--- src/rtl/size_exploration_harness.sv ---
// Serial-load three-operand adder harness: MSB-first operand shift, launch-edge triggered
// fixed-latency RUN phase, byte-selectable readout. Optional macro: HARNESS_RUN_COUNTER_EN.
//
// state | meaning
// IDLE  | reset state, nothing loaded yet
// LOAD  | operands being shifted in
// RUN   | stage counter counting down to the result
// DONE  | result registered, waiting for new shift or launch
module size_exploration_harness #(
  parameter int WIDTH       = 8,
  parameter int NUM_OPS     = 3,
  parameter int PIPE_STAGES = 2
) (
  input  logic       clk,
  input  logic       rst_n,
  input  logic       ena,
  input  logic [7:0] ui_in,
  output logic [7:0] uo_out,
  input  logic [7:0] uio_in,
  output logic [7:0] uio_out,
  output logic [7:0] uio_oe
);

  typedef enum logic [1:0] {
    IDLE = 2'd0,
    LOAD = 2'd1,
    RUN  = 2'd2,
    DONE = 2'd3
  } state_t;

  localparam int              CW       = $clog2(WIDTH + 1);
  localparam int              SW       = WIDTH + 2;
  localparam logic [CW-1:0]   CNT_FULL = CW'(WIDTH);
  localparam logic [3:0]      STAGES   = 4'(PIPE_STAGES);

  state_t             state;
  logic [WIDTH-1:0]   op [NUM_OPS];
  logic [WIDTH-1:0]   op_ext [3];
  logic [CW-1:0]      shift_cnt;
  logic [3:0]         stage_cnt;
  logic [31:0]        result;
  logic [15:0]        run_cnt;
  logic               launch_q;
  logic [SW-1:0]      sum;
  logic               shift_en;
  logic               launch_edge;
  logic               count_full;
  logic               do_shift;
  logic [2:0]         sel;
  logic               unused_ok;

  assign shift_en    = ui_in[3];
  assign launch_edge = ui_in[4] & ~launch_q;
  assign sel         = ui_in[7:5];
  assign count_full  = (shift_cnt == CNT_FULL);
  assign do_shift    = ena && shift_en && !launch_edge && (state != RUN);
  assign unused_ok   = &{1'b0, uio_in, ui_in[2:0]};

  // Channels beyond NUM_OPS contribute zero to the sum.
  always_comb begin
    for (int i = 0; i < 3; i++) op_ext[i] = '0;
    for (int i = 0; i < NUM_OPS; i++) op_ext[i] = op[i];
  end

  assign sum = SW'(op_ext[0]) + SW'(op_ext[1]) + SW'(op_ext[2]);

  always_ff @(posedge clk or negedge rst_n) begin
    if (!rst_n) begin
      for (int i = 0; i < NUM_OPS; i++) op[i] <= '0;
    end else if (do_shift) begin
      for (int i = 0; i < NUM_OPS; i++) op[i] <= {op[i][WIDTH-2:0], ui_in[i]};
    end
  end

  always_ff @(posedge clk or negedge rst_n) begin
    if (!rst_n) begin
      state     <= IDLE;
      shift_cnt <= '0;
      stage_cnt <= '0;
      result    <= '0;
      launch_q  <= 1'b0;
    end else if (ena) begin
      launch_q <= ui_in[4];
      case (state)
        IDLE, DONE: begin
          if (launch_edge) begin
            state     <= RUN;
            stage_cnt <= STAGES;
          end else if (shift_en) begin
            state     <= LOAD;
            shift_cnt <= CW'(1);
          end
        end
        LOAD: begin
          if (launch_edge) begin
            state     <= RUN;
            stage_cnt <= STAGES;
          end else if (shift_en && !count_full) begin
            shift_cnt <= shift_cnt + CW'(1);
          end
        end
        RUN: begin
          stage_cnt <= stage_cnt - 4'd1;
          if (stage_cnt == 4'd1) begin
            result <= 32'(sum);
            state  <= DONE;
          end
        end
        default: state <= IDLE;
      endcase
    end
  end

`ifdef HARNESS_RUN_COUNTER_EN
  always_ff @(posedge clk or negedge rst_n) begin
    if (!rst_n) begin
      run_cnt <= '0;
    end else if (ena && state == RUN && stage_cnt == 4'd1) begin
      run_cnt <= run_cnt + 16'd1;
    end
  end
`else
  assign run_cnt = 16'h0;
`endif

  always_comb begin
    uo_out = 8'h00;
    case (sel)
      3'd0: uo_out = result[7:0];
      3'd1: uo_out = result[15:8];
      3'd2: uo_out = result[23:16];
      3'd3: uo_out = result[31:24];
      3'd4: uo_out = run_cnt[7:0];
      3'd5: uo_out = run_cnt[15:8];
      default: uo_out = 8'h00;
    endcase
  end

  assign uio_out = {run_cnt[3:0], count_full, (state == DONE), state};
  assign uio_oe  = 8'hFF;

endmodule

--- config.mk ---
export PLATFORM = sky130hd
export DESIGN_NAME = size_exploration_harness
export DESIGN_NICKNAME = d
export VERILOG_FILES = /design/src/rtl/size_exploration_harness.sv
export SDC_FILE = /design/constraint.sdc
export NUM_CORES = 1
export LEC_CHECK = 0
export CAP_MARGIN = 5
export CORE_ASPECT_RATIO = 2
export CORE_MARGIN = 1
export CORE_UTILIZATION = 50
export DETAILED_ROUTE_END_ITERATION = 10
export PLACE_DENSITY = 0.76
export SLEW_MARGIN = 5
export SYNTH_ARGS = -nofsm -noshare
export SYNTH_HDL_FRONTEND = slang
export SYNTH_SLANG_ARGS = --single-unit
--- constraint.sdc ---
create_clock -name clk -period 4.8 [get_ports clk]
set_input_delay 1.2 -clock clk [delete_from_list [all_inputs] [get_ports clk]]
set_output_delay 1.2 -clock clk [all_outputs]
set_load 0.02 [all_outputs]
======== Word-level counts from Yosys, hierarchy flattened ========
Index checks and enable logic that the tools add are counted.
cells by class
  bitwise gates (word level) .............. 2
  reductions and logical operators ........ 15
  muxes and demuxes ....................... 13
  eq/ne operators ......................... 15
  $add $sub $neg .......................... 4
operator list
  cell                 count
  $mux 4               5
  $pmux 4 s2           2
  $pmux 8 s2           1
  $ne 2x2->1 const B   7
  $add 9x8->10         1
  $add 8x8->9          1
  $mux 2               4
  $pmux 2 s3           1
  $reduce_and 6->1     1
  $add 4x1->4 const B  1
  $eq 2x2->1 const B   2
  $eq 4x1->1 const B   1
  $eq 4x4->1 const B   1
  $logic_and 1x1->1    4
  $reduce_and 4->1     1
  $sub 4x1->4 const B  1
  $eq 3x1->1 const B   1
  $logic_not 3->1      1
  $ne 3x3->1 const B   1
  $reduce_and 3->1     1
  $reduce_or 3->1      1
  $eq 2x1->1 const B   1
  $logic_not 1->1      2
  $logic_not 2->1      1
  other kinds (6)      6
word-level totals
  output and inout port bits .............. 24
  logic and storage cells ................. 57
  bits in registers ....................... 45
  input bits .............................. 19

======== Logic depth before layout (Yosys ltp) ========
  depth in word-level cells ............... 6
  mapped depth ............................ 9
  mapped depth without buffers ............ 9

======== Worst setup path after synthesis ========
No wires, ideal clock.
  path type ............................... in2out
  start ................................... input port ui_in[5]
  end ..................................... output port uo_out[2]
  cell stages on the path ................. 2
  data required time ...................... 3600 ps
  data arrival time ....................... 1781 ps
  buffers on the path ..................... 0
  slack ................................... 1819 ps
  path through ............................ nor3_1 and2_1
on the way
  cells in the longest elaborated chain, start to end .. 2
  elaborated cells on any way between the ends .. 3
  those cells by class .................... 1 x eq/ne; 1 x mux; 1 x reduce/logical
RTL lines
  item                                                  RTL line  source
  from (decl)                                           17        input logic [7:0] ui_in,
  $eq 3x1->1 / $logic_not 3->1 (equally long branches)  128       case (sel)
  $pmux 8 s2 (*)                                        128
  to (decl)                                             18        output logic [7:0] uo_out,
Every way passes the cells marked *; elsewhere a longest branch is shown, timed or not.

======== Worst setup path after layout ========
  start ................................... input port ui_in[5]
  end ..................................... output port uo_out[3]
Same word-level chain as after synthesis.

==> results.ini <==
[synth]
synth_top_area_share=0.4257
ys_ff_latch=45
yosys.area.top_type=dfrtp_1
synth.area.top_cells=dfrtp_1 43%, mux2_2 11%, ha_1 7.1%, fa_1 6.8%, buf_4 3.7%
synthArstFlopShare=1.000
synth-edff-count=0
ys_seq_area_frac=0.4257
ys_warn_count=0
netlist_area_sq_um=2645
synth_cell_types=50
syn_avg_cell_area_sq_um=11.21
syn-instance-count=236
synth_ff_type=dfrtp_1

[routing]
antenna_left=0
drt-vias-per-instance=5.502
drt_first_pass_iters=4
routedWlPerCell_um=13.56
drt_iter0_drc=11
drcViolationCount=0
postRouteWirelength_um=4298
num_vias=1744

[sta]
maxSlewHeadroom=0.3420
slew_violations=0
layout_min_cycle_time_ps=4083
whs_ps=473.6
tightestPinTransition_ps=987.0
hold_viol=0
final-setup-viol-count=0
fin_setup_tns_ps=0
rsz0062_at_grt=no
fmax_mhz=244.9
fin_crit_sh=0.8506
fin_skew_ps=5.377

[run]
cap_violations=0

[cts]
cts-root-buf=clkbuf_8
clock_latency_ps=300
cts_resized=0
clkTransAtPathRegs_ps=80
post-cts-setup-buffers=0
htree_levels=2
ctsLongestPathBuffers=2
cts.sinks=45
ctsHoldBuffers=0
cts_made_buffers=5
cts_tree=yes

[final_layout]
fin_cells=317
layout-drive-gt1-share=0.1506
fin_nets=301
n_antenna_cell=0
area_growth_pct=11.07

[global_route]
grt_pass1_wl_um=7396
grt_max_degree=46
grt_overflow=0
globalRouteTotalUtil=0.1816
antenna_found_initial=0
grt_pass1_vias=1762

[min_path]
worstHoldEndpoint=result[4]$_DFFE_PN0P_
hold_path.startpoint=result[4]$_DFFE_PN0P_
min_path_type=reg -> reg
holdPathStages=2

[place]
port_buffers=22
placedCellCount=309
dp_hpwl_um=3331
gp_congestion=0.7722

[floorplan]
die_area_sq_um=5603
io_pins=43
die_y_um=104.9
chipWidth_um=53.43
start_util=0.5194
core_area_sq_um=5092
rows=37

[critical_path]
worstReg2RegEnd=result[7]$_DFFE_PN0P_
crit_path_start_kind=primary input
required_ps=3600
arrival_ps=2880
ff2ff_path_depth=7
cp-startpoint=ui_in[5]
reg2reg_slack_ps=2270
cp_max_fo=6
endpoint_kind=output pin
rr_startpoint=op[1]$_DFFE_PN0P_
worstSetupPathType=in -> out

[power]
ir_worst_vdd_mv=0.4406
p_switching_w=0.0008571
p_clk_frac=0.110
swShare=0.4132
power_w=0.002074
p_leak_nw=1.371
p_comb_frac=0.564
power_frac_seq=0.326
internal_power_w=0.001217
p_per_area_nw_per_um2=706.0

[run_status]
status=complete, no violations

[logic make-up after synthesis]
kind of cell    after synthesis  synth area share
buf+inv                      36           0.07332
flops                        45            0.4257
fa+ha+maj                    24            0.1391
compound gates               47            0.1183
other cells                   2          0.002839
xor+xnor                      3          0.009936
simple gates                 49            0.1046
mux                          30            0.1263
[synth_stat cells, drive strengths merged, types with 2 or more instances]
cell    number
ha          15
and2         6
xor2         2
conb         2
a22o         4
a211o        2
nor3         5
clkbuf       2
fa           9
nand3        3
inv         18
nor2         4
o21ai       14
a211oi       3
or2          2
mux2i        3
or3b         2
dfrtp       45
o31ai        3
o21a         2
a21oi        6
buf         16
nand2b       4
nand2       13
mux2        27
a21o         4
[worst max path at each step]
stage / slack, ps / cells after the start / end
2_1_floorplan: 1820 / 2 / uo_out[2]
3_3_place_gp: 670 / 4 / uo_out[2]
3_5_place_dp: 670 / 4 / uo_out[3]
4_1_cts: 670 / 4 / uo_out[3]
5_1_grt: 530 / 4 / uo_out[4]
6_report: 720 / 4 / uo_out[3]
[through the flow]
stage	utilization	worst slack, ps	cell area (sq um)
after floorplan	-	1819	2683
after global placement	0.5604	671.2	2854
after detailed placement	0.5604	673.8	2854
after CTS	0.5769	669.2	2938
after global routing	0.5769	531.8	2938
final	0.5769	717.1	2938
[sequential cells by signal, summed over array words and instances (netlist names)]
register,flops
launch_q,1
op,24
result,10
shift_cnt,4
stage_cnt,4
state,2
[cells in the final DEF, fill, tap and decap left out, types with 3 or more instances in the layout]
master            n
fa_1              9
a211oi_1          3
nor2_1            3
dfrtp_1          45
and2_1            6
a21o_1            4
o21ai_0          14
ha_1             15
nor3_1            5
mux2_2           27
conb_1           12
clkbuf_8          5
nand3_1           3
nand2_1          13
o31ai_1           3
a22o_1            4
inv_1            18
clkdlybuf4s50_1  21
a21oi_1           6
mux2i_1           3
nand2b_1          4
[area by class of cell]
class | count | area (sq um)
clock buffer | 7 | 76.32
inverter | 18 | 67.56
sequential | 45 | 1126
fill | 456 | 2155
multi-input combinational | 165 | 1365
tap | 58 | 72.57
timing repair buffer | 23 | 222.7
clock inverter | 1 | 7.507
[routing by layer]
metal / track usage / share of wire / vias up / routed length, um
met5: 0 / 0 / - / 0
met4: 0.1034 / 0.029 / 0 / 125
met3: 0.03348 / 0.028 / 10 / 119
met2: 0.3277 / 0.57 / 39 / 2430
met1: 0.1778 / 0.38 / 856 / 1623
li1: - / - / 839 / -
[critical path, stage by stage]
cell and delay (ps):
clkdlybuf4s50_1 470, nor3_1 430, and2_1 190, clkdlybuf4s50_1 590
[power groups by stage]
stage                     Sequential (W)  Clock, W  Combinational (W)
after global routing            0.000702  0.000250            0.00132
after floorplan                 0.000655         0           0.000944
after CTS                       0.000679  0.000240            0.00119
after global placement          0.000679         0            0.00114
final                           0.000677  0.000228            0.00117
after detailed placement        0.000685         0            0.00119
No activity file was read; power rests on OpenSTA's default activity.
==> RTL change, RTL diff (same flow settings) <==
Register the output `uio_out`, cleared by the reset; this adds one clock of latency there. The other outputs are not delayed to match.
--- a/src/rtl/size_exploration_harness.sv
+++ b/src/rtl/size_exploration_harness.sv
@@ -137,5 +137,11 @@
   end
 
-  assign uio_out = {run_cnt[3:0], count_full, (state == DONE), state};
+  always_ff @(posedge clk or negedge rst_n) begin
+    if (!rst_n) begin
+      uio_out <= '0;
+    end else begin
+      uio_out <= {run_cnt[3:0], count_full, (state == DONE), state};
+    end
+  end
   assign uio_oe  = 8'hFF;
 
Behaviour: not the same (Yosys sat finds a counterexample within 4 cycles, from zero or initial values and one cycle with rst_n low).
==> RTL change against the unedited design <==
Total power grew 7.4%. First-iteration DRC count grew 120%. Fmax shrank 0.67%. Setup slack lost 28 ps. Clock skew grew 1.3 ps. Final area grew 3.6%. Sequential cell count grew 4. Synthesized area grew 3.1%. Count of clock-buffer cells in the layout shrank 1. Wire length grew 2.9%.
==> RTL change: results (changes against the unedited design) <==
Yosys
The sequential fraction of the synthesis area is 45.0% (was 42.6%). The number of distinct standard cells referenced by the synthesized netlist is 48 (was 50). The gate count of the mapped netlist came to 241 (was 236). The compound-gate portion of the synthesized area came to 10.0% (was 11.8%). The adder and majority cell fraction of the synthesized area is 13.5% (was 13.9%). The multiplexer area fraction after synthesis is 12.2% (was 12.6%).

Min path
The number of instances on the worst hold path is 0 (was 2). The startpoint of the lowest-slack hold path is state[0] (was result[4]). The worst hold endpoint was uio_out[0] (was result[4]).

Layout
The fraction of layout instances using a drive strength above 1 is 15.8% (was 15.1%). The number of nets in the finished design is 307 (was 301).

Detailed routing
The number of vias per cell after detailed routing is 5.44 (was 5.50). The total number of vias was 1758 (was 1744). The number of iterations in the first detailed-routing pass was 3 (was 4).

The violation count after the first detailed-route iteration is 24 (was 11). The per-cell routed wire length is 13.7 um (was 13.6 um).

Global route
The global-route wire length before repair came to 7680 um (was 7400 um). The maximum number of pins on one net before global-route repair is 50 (was 46).

Placed design
The pre-CTS worst setup slack is 626 ps (was 674 ps). The estimated wirelength of the detail-placed design is 3320 um (was 3330 um). The post-placement cell count is 315 (was 309).

Timing
The worst clock skew is 6.63 ps (was 5.38 ps). The pin slew with the least headroom to its limit is 1070 ps (was 987 ps).

Clock network
The clock latency of the later-clocked register in the worst-skew pair is 320 ps (was 300 ps).

Power
The power per unit of standard cell area was 732 nW/um^2 (was 706 nW/um^2). The highest ir drop seen on vdd is 0.519 mV (was 0.441 mV). The cell leakage power is 1.41 nW (was 1.37 nW).

Critical path
The arrival time of the worst setup path is 2910 ps (was 2880 ps). The setup slack of the worst register-to-register path is 2240 ps (was 2270 ps).

Outcome
Result of the run: finished, final reports clean (unchanged).
## RTL change: cell count changes after synthesis, sizes merged, moves of 2 or more
cell,change
nor2,+4
dfrtp,+4
a22o,-3
or3,+2
a21o,-2
a21oi,+4
## RTL change: cell families (layout without fill, tap and decap cells)
kind of cell               count (synthesis)  in the layout
AOI/OAI and AO/OA                         43             43
xor gates and xnor gates                   3              3
adders and majority gates                 24             24
buffers and inverters                     35             49
DFF                                       49             49
muxes                                     30             30
other                                      2             12
and+or+nand+nor                           55             55
## RTL change: stage by stage
| stage | hold slack, ps | utilization [%] |
|---|---|---|
| final | 470 | 58.7 |
| after global routing | 480 | 58.7 |
| after CTS | 474 | 58.7 |
| after detailed placement | 454 | 56.9 |
| after global placement | 443 | 56.9 |
| after floorplan | 405 | - |
## RTL change: final cells by class
class | instances | area (um^2)
multi-input cells | 167 | 1360
clock buffers | 6 | 82.6
flip-flops and latches | 49 | 1230
inverters | 18 | 67.6
well taps | 58 | 72.6
clock inverters | 2 | 13.8
fillers | 453 | 2140
repair buffers | 23 | 223
## RTL change: how the worst max path moves through the flow
stage | start | endpoint | slack [ps] | depth (start not counted)
after floorplan | ui_in[5] | uo_out[2] | 1820 | 2
after global placement | ui_in[5] | uo_out[6] | 650 | 4
after global routing | ui_in[5] | uo_out[4] | 450 | 4
after detailed placement | ui_in[5] | uo_out[7] | 630 | 4
after CTS | ui_in[5] | uo_out[7] | 620 | 4
final | ui_in[5] | uo_out[7] | 690 | 4
## RTL change: report_power, final
part	total (mW)	leakage, nW	switching [mW]	internal (mW)
Clock	0.260	0.0512	0.143	0.117
Combinational	1.24	0.741	0.632	0.612
Sequential	0.724	0.620	0.145	0.579
Total	2.23	1.41	0.920	1.31
## RTL change: critical path, cell delays in order
cell and delay, ps:
clkdlybuf4s50_1 470, nor3_1 450, and2_1 190, clkdlybuf4s50_1 590
## RTL change: routing by layer
| metal | routed length (um) | track usage [%] |
|---|---|---|
| met4 | 109 | 9.34 |
| met1 | 1680 | 18.2 |
| met2 | 2490 | 33.6 |
| met5 | 0 | 0 |
| met3 | 139 | 4.29 |
